$ cat config.mk
export PLATFORM = sky130hd
export DESIGN_NAME = wb_arbiter
export DESIGN_NICKNAME = d
export VERILOG_FILES = /design/src/rtl/wb_arbiter.sv
export SDC_FILE = /design/constraint.sdc
export NUM_CORES = 1
export LEC_CHECK = 0
export BUFFER_PORTS_ARGS = -buffer_cell sky130_fd_sc_hd__buf_2
export CAP_MARGIN = 20
export CORE_ASPECT_RATIO = 1.75
export CORE_UTILIZATION = 38
export CTS_BUF_LIST = sky130_fd_sc_hd__clkbuf_4 sky130_fd_sc_hd__clkbuf_8
export CTS_CLUSTER_DIAMETER = 60
export DETAILED_ROUTE_END_ITERATION = 10
export HOLD_SLACK_MARGIN = 0.08
export PLACE_DENSITY_LB_ADDON = 0.12
export SLEW_MARGIN = 10
export SYNTH_ARGS = -nofsm -noshare
export SYNTH_HDL_FRONTEND = slang
export SYNTH_SLANG_ARGS = --single-unit
$ cat constraint.sdc
create_clock -name clk -period 4.4 [get_ports clk]
set_clock_uncertainty 0.05 [all_clocks]
set_input_delay 0.44 -clock clk [delete_from_list [all_inputs] [get_ports clk]]
set_output_delay 0.44 -clock clk [all_outputs]
set_load 0.005 [all_outputs]
$ cat src/rtl/wb_arbiter.sv
// wb_arbiter: shares the register-file write port between ALU and load
// writeback, and tracks in-flight destination registers for issue stalls.
module wb_arbiter #(
  parameter int XLEN         = 64,
  parameter int STARVE_LIMIT = 4
) (
  input  logic            clk,
  input  logic            rst_n,
  input  logic            a_valid,
  output logic            a_ready,
  input  logic [4:0]      a_rd_addr,
  input  logic [XLEN-1:0] a_rd_data,
  input  logic            b_valid,
  output logic            b_ready,
  input  logic [4:0]      b_rd_addr,
  input  logic [XLEN-1:0] b_rd_data,
  output logic            rd_write,
  output logic [4:0]      rd_addr,
  output logic [XLEN-1:0] rd_data,
  input  logic            issue_set,
  input  logic [4:0]      issue_rd,
  input  logic [4:0]      chk_rs1,
  input  logic [4:0]      chk_rs2,
  output logic            rs1_busy,
  output logic            rs2_busy,
  output logic            any_busy
);

  logic [3:0]  starve;
  logic        b_pri;
  logic        a_fire;
  logic        b_fire;
  logic [31:0] busy;
  logic [31:0] set_mask;
  logic [31:0] clr_mask;

  assign b_pri = (starve == 4'(STARVE_LIMIT));

  // Grants stay low in reset so upstream sees no transfer.
  assign b_ready = rst_n && b_valid && (b_pri || !a_valid);
  assign a_ready = rst_n && a_valid && !(b_pri && b_valid);

  assign a_fire = a_valid && a_ready;
  assign b_fire = b_valid && b_ready;

  always_ff @(posedge clk or negedge rst_n) begin
    if (!rst_n) begin
      starve <= 4'd0;
    end else if (b_fire) begin
      starve <= 4'd0;
    end else if (b_valid && !b_pri) begin
      starve <= starve + 4'd1;
    end
  end

  always_ff @(posedge clk or negedge rst_n) begin
    if (!rst_n) begin
      rd_write <= 1'b0;
      rd_addr  <= 5'd0;
      rd_data  <= '0;
    end else begin
      unique case (1'b1)
        a_fire: begin
          rd_write <= (a_rd_addr != 5'd0);
          rd_addr  <= a_rd_addr;
          rd_data  <= a_rd_data;
        end
        b_fire: begin
          rd_write <= (b_rd_addr != 5'd0);
          rd_addr  <= b_rd_addr;
          rd_data  <= b_rd_data;
        end
        default: rd_write <= 1'b0;
      endcase
    end
  end

  always_comb begin
    set_mask = '0;
    clr_mask = '0;
    if (issue_set) set_mask[issue_rd] = 1'b1;
    if (rd_write)  clr_mask[rd_addr]  = 1'b1;
    set_mask[0] = 1'b0;
  end

  // Set is applied after clear so a same-edge reissue keeps the bit.
  always_ff @(posedge clk or negedge rst_n) begin
    if (!rst_n) begin
      busy <= '0;
    end else begin
      busy <= (busy & ~clr_mask) | set_mask;
    end
  end

  assign rs1_busy = busy[chk_rs1];
  assign rs2_busy = busy[chk_rs2];
  assign any_busy = |busy;

  a_no_waw: assert property (@(posedge clk) disable iff (!rst_n)
    (issue_set && issue_rd != 5'd0) |->
      (!busy[issue_rd] || (rd_write && rd_addr == issue_rd)));

  a_wb_a_busy: assert property (@(posedge clk) disable iff (!rst_n)
    (a_fire && a_rd_addr != 5'd0) |-> busy[a_rd_addr]);

  a_wb_b_busy: assert property (@(posedge clk) disable iff (!rst_n)
    (b_fire && b_rd_addr != 5'd0) |-> busy[b_rd_addr]);

  a_one_grant: assert property (@(posedge clk) !(a_ready && b_ready));

endmodule

Word-level counts from Yosys, hierarchy flattened:

Cells that the tools add are included.

* flip-flop bits (word level): 106

* $add $sub $neg: 1
* magnitude comparators: 6
* equality and inequality tests: 1
* muxes and demuxes: 15
* bitwise operators: 3
* reductions and logical operators: 19

Operators with widths (number)
* $pmux W64 S2: 1
* $mux W32: 2
* $and A32 B32 Y32: 1
* $not A32 Y32: 1
* $or A32 B32 Y32: 1
* $reduce_or A32 Y1: 1
* $lt A5 B6 Y1 const B: 4
* $bmux W1 S5: 2
* $demux W1 S5: 2
* $ge A5 B1 Y1 const B: 2
* $logic_and A1 B1 Y1: 10
* $pmux W5 S2: 1
* $reduce_bool A5 Y1: 2
* $mux W4: 2
* $add A4 B1 Y4 const B: 1
* $eq A4 B3 Y1 const B: 1
* $mux W1: 4
* $reduce_bool A2 Y1: 2
* $logic_not A1 Y1: 3
* $pmux W1 S2: 1
* $logic_or A1 B1 Y1: 1

Longest topological paths before layout:

* word-level depth: 8
* mapped depth: 9

Worst setup path after synthesis:

Ideal clock, no wire load.

* kind: input -> output
* from: input chk_rs1[1]
* to: output rs1_busy
* arrival time: 1.404 ns
* setup slack: 2.506 ns
* stages: 7
* path buffers: 2
* path through: buf_4 -> buf_6 -> mux2i_1 -> a22oi_1 -> nand3_1 -> nand2_1 -> a311o_1

* word-level cells in the longest chain between the ends: 2

Ends and longest elaborated chain
* from (decl): RTL line 22 `input logic [4:0] chk_rs1,`
* $bmux W1 S5: RTL line 95 `assign rs1_busy = busy[chk_rs1];`
* $mux W1 (not written as such): RTL line 95
* to (decl): RTL line 24 `output logic rs1_busy,`

Every way passes these cells. The select of a mux whose other input is x is not followed.

Final worst setup path:

* from: input rst_n
* to: output b_ready

* word-level cells in the longest chain between the ends: 2

Ends and longest elaborated chain
* from (decl): RTL line 8 `input logic rst_n,`
* $logic_and A1 B1 Y1 (2 in a row): RTL line 40 `assign b_ready = rst_n && b_valid && (b_pri || !a_valid);`
* to (decl): RTL line 14 `output logic b_ready,`

Every way passes these cells.

==> results.json <==
{
  "syn-cell-area_mm2": 0.00557,
  "multi_input_area_mm2": 0.00262,
  "post-cts-setup-buffers": 0,
  "min_path_type": "primary input to register",
  "drc": 0,
  "dp_slack_ps": 1840,
  "p_seq_share_pct": 50.6,
  "cellPowerDensity_mw_per_mm2": 447,
  "cp.required_ps": 3910,
  "cts_tree": "built",
  "nets": 930,
  "crit_path_frequent_cell": "buf_4",
  "via_per_inst": 5.24,
  "cts_root_buffer": "clkbuf_8",
  "finalMaxSlewViolations": 0,
  "timing.hold.ws_ps": 223,
  "drt-total-wl_mm": 16.5,
  "end_kind": "primary output",
  "cts_htree_levels": 3,
  "fin_ws_ps": 1420,
  "ys.flop_type": "dfrtp_1",
  "cp.arrival_ps": 2490,
  "cts_resized": 0,
  "avgRoutedWirePerCell_um": 17.3,
  "area_growth_pct": 24.1,
  "coreArea_mm2": 0.0144,
  "grt_start_max_net_pins": 96,
  "rsz0062_at_grt": "false",
  "netlist_instances": 552,
  "synth_seq_cells": 106,
  "setup_viol": 0,
  "dpl_cell_area_mm2": 0.00673,
  "num-fill-cells": 1444,
  "ys_types": 38,
  "grt_overflow": 0,
  "cp_cell_sequence": "dlygate4sd3_1 -> buf_4 -> nand2_1 -> a21oi_4 -> buf_4 -> buf_2",
  "start_kind": "primary input",
  "drive_gt1_share_pct": 33.8,
  "vdd_ir_drop_max_mv": 0.198,
  "portBuffers": 232,
  "finalPower_mw": 3.09,
  "die_w_um": 93.5,
  "ys_seq_area_share_pct": 47.6,
  "syn_avg_cell_area_um2": 10.1,
  "async_reset_ff_share_pct": 100,
  "drtIter0Drc": 160,
  "clock_latency_ps": 360,
  "critPathMaxStageDelay_ps": 540,
  "p_leak_nw": 3.18,
  "postLayoutCellArea_mm2": 0.00691,
  "post-route-min-period_ps": 2980,
  "slew_headroom_pct": 48.8,
  "p_int_mw": 1.96,
  "tightest_slew_ps": 768,
  "fin_cells": 955,
  "die_h_um": 162,
  "antenna_found_initial": 0,
  "hold_violations": 0,
  "cts_buffer_depth": 2,
  "cts.sinks": 106,
  "grt_pass1_vias": 5151,
  "crit_type": "primary input to primary output",
  "grt_usage_pct": 21.9,
  "max_freq_mhz": 335,
  "place_inst": 938,
  "finalCritPeriodShare_pct": 67.8,
  "gp_congestion": 0.893,
  "tns_ps": 0,
  "firstDrtPassIters": 5,
  "maxCapViolCount": 0,
  "n_antenna_cell": 0,
  "switchingPower_mw": 1.13,
  "postLayoutCoreUtil_pct": 48.1,
  "start_util_pct": 38.8,
  "cp_max_fo": 50,
  "syn_nets": 712,
  "synth-edff-count": 0,
  "p_comb_share_pct": 31.5,
  "hpwl_mm": 12.9,
  "row_count": 58,
  "clkPwrFrac_pct": 17.9,
  "switching_share_pct": 36.5,
  "ys_warn_count": 0,
  "ioPinCount": 233,
  "num_vias": 5008,
  "critPathSlowestCell": "dlygate4sd3_1",
  "cts_made_buffers": 9,
  "grt_pass1_wl_mm": 25.5,
  "regArea_mm2": 0.00265,
  "ant_nets": 0,
  "die-area_mm2": 0.0152,
  "cts.clk_slew.worst_paths_ps": 110,
  "status": "complete, no violations"
}
## worst paths after layout
path	from	to	slack [ps]	cells past startpoint
max	rst_n	b_ready	1420	6
min	b_rd_data[57]	rd_data[57]	220	3
max in group asynchronous	rst_n	rd_data[12]	2470	3
min in group asynchronous	rst_n	rd_data[25]	600	2
max reg2reg	starve[0]	rd_data[41]	2210	8
min reg2reg	rd_data[23]	rd_data[23]	510	2
## power by group through the flow
stage	clock network, mW	logic [mW]	registers, mW
floorplan	0	0.592	1.50
global placement	0	0.959	1.57
detailed placement	0	0.984	1.58
CTS	0.578	0.985	1.56
global route	0.615	1.08	1.60
finish	0.553	0.974	1.56
## Yosys cell counts (2+ instances only)
cell type	instances	share of area, %
a211oi_1	2	0.27
a21oi_1	8	0.72
a22oi_1	8	1.1
a311o_1	2	0.36
and2_1	2	0.22
buf_12	8	2.9
buf_2	11	0.99
buf_4	2	0.27
buf_6	3	0.61
clkbuf_1	7	0.47
dfrtp_1	106	48
ha_1	2	0.45
inv_1	2	0.13
mux2i_1	101	18
nand2_1	90	6.1
nand2b_1	2	0.22
nand3_1	11	0.99
nand3b_1	10	1.3
nand4_1	2	0.22
nand4b_1	2	0.31
nor2_1	8	0.54
nor2b_1	4	0.45
nor4_1	8	0.90
o21ai_0	62	5.6
o21ai_1	72	6.5
or3_1	2	0.22
or3b_2	3	0.47
or4_1	2	0.27
## per-layer routing
metal | part of all wire, % | vias to the layer above | track usage [%]
li1 | - | 2406 | -
met1 | 36 | 2380 | 23.6
met2 | 54 | 178 | 39.7
met3 | 5.2 | 44 | 4.07
met4 | 4.0 | 0 | 12.0
met5 | 0 | - | 0
## sequential cells by signal (all words and copies together), names as in the netlist
register	count
rd_addr	5
rd_write	1
busy	32
starve	4
rd_data	64
## cells in the final DEF, fill, tap and decap left out, types with 8 or more instances in the layout
master	synthesis	layout
dfrtp_1	106	106
nor4_1	8	8
clkbuf_8	0	9
o21ai_0	62	62
a22oi_1	8	8
nand3_1	11	11
o21ai_1	72	72
a21oi_1	8	8
mux2i_1	101	101
nand2_1	90	90
nand3b_1	10	10
nor2_1	8	8
buf_2	11	231
## critical path, delay by kind of cell
kind	cells	cell delay, ps
AOI/OAI and AO/OA	1	190
buffers and inverters	4	1660
and+or+nand+nor	1	180
## logic make-up (layout without fill, tap and decap cells)
logic type               count (synthesis)  in the layout  share of synthesized area (%)
multiplexers                           101            101                           18.1
adder cells (fa/ha/maj)                  2              2                          0.449
AO/OA/AOI/OAI                          157            157                           15.0
flip-flops                             106            106                           47.6
buffers and inverters                   34            257                           5.41
AND/OR/NAND/NOR                        150            150                           13.0
XOR/XNOR                                 2              2                          0.315
## cell type report
type                            instances  share of cell area (%)
Clock buffer                            9                    1.79
Clock inverter                          7                   0.724
Inverter                                3                   0.163
Multi-Input combinational cell        412                    38.0
Sequential cell                       106                    38.4
Tap cell                              180                    3.26
Timing Repair Buffer                  238                    17.7
## what timing repair did
action / CTS / global route
hold buffers: 1 / 0
setup endpoints to repair: 0 / 0
endpoints found under the hold margin: 47 / 0
(Power assumes the default switching activity.)
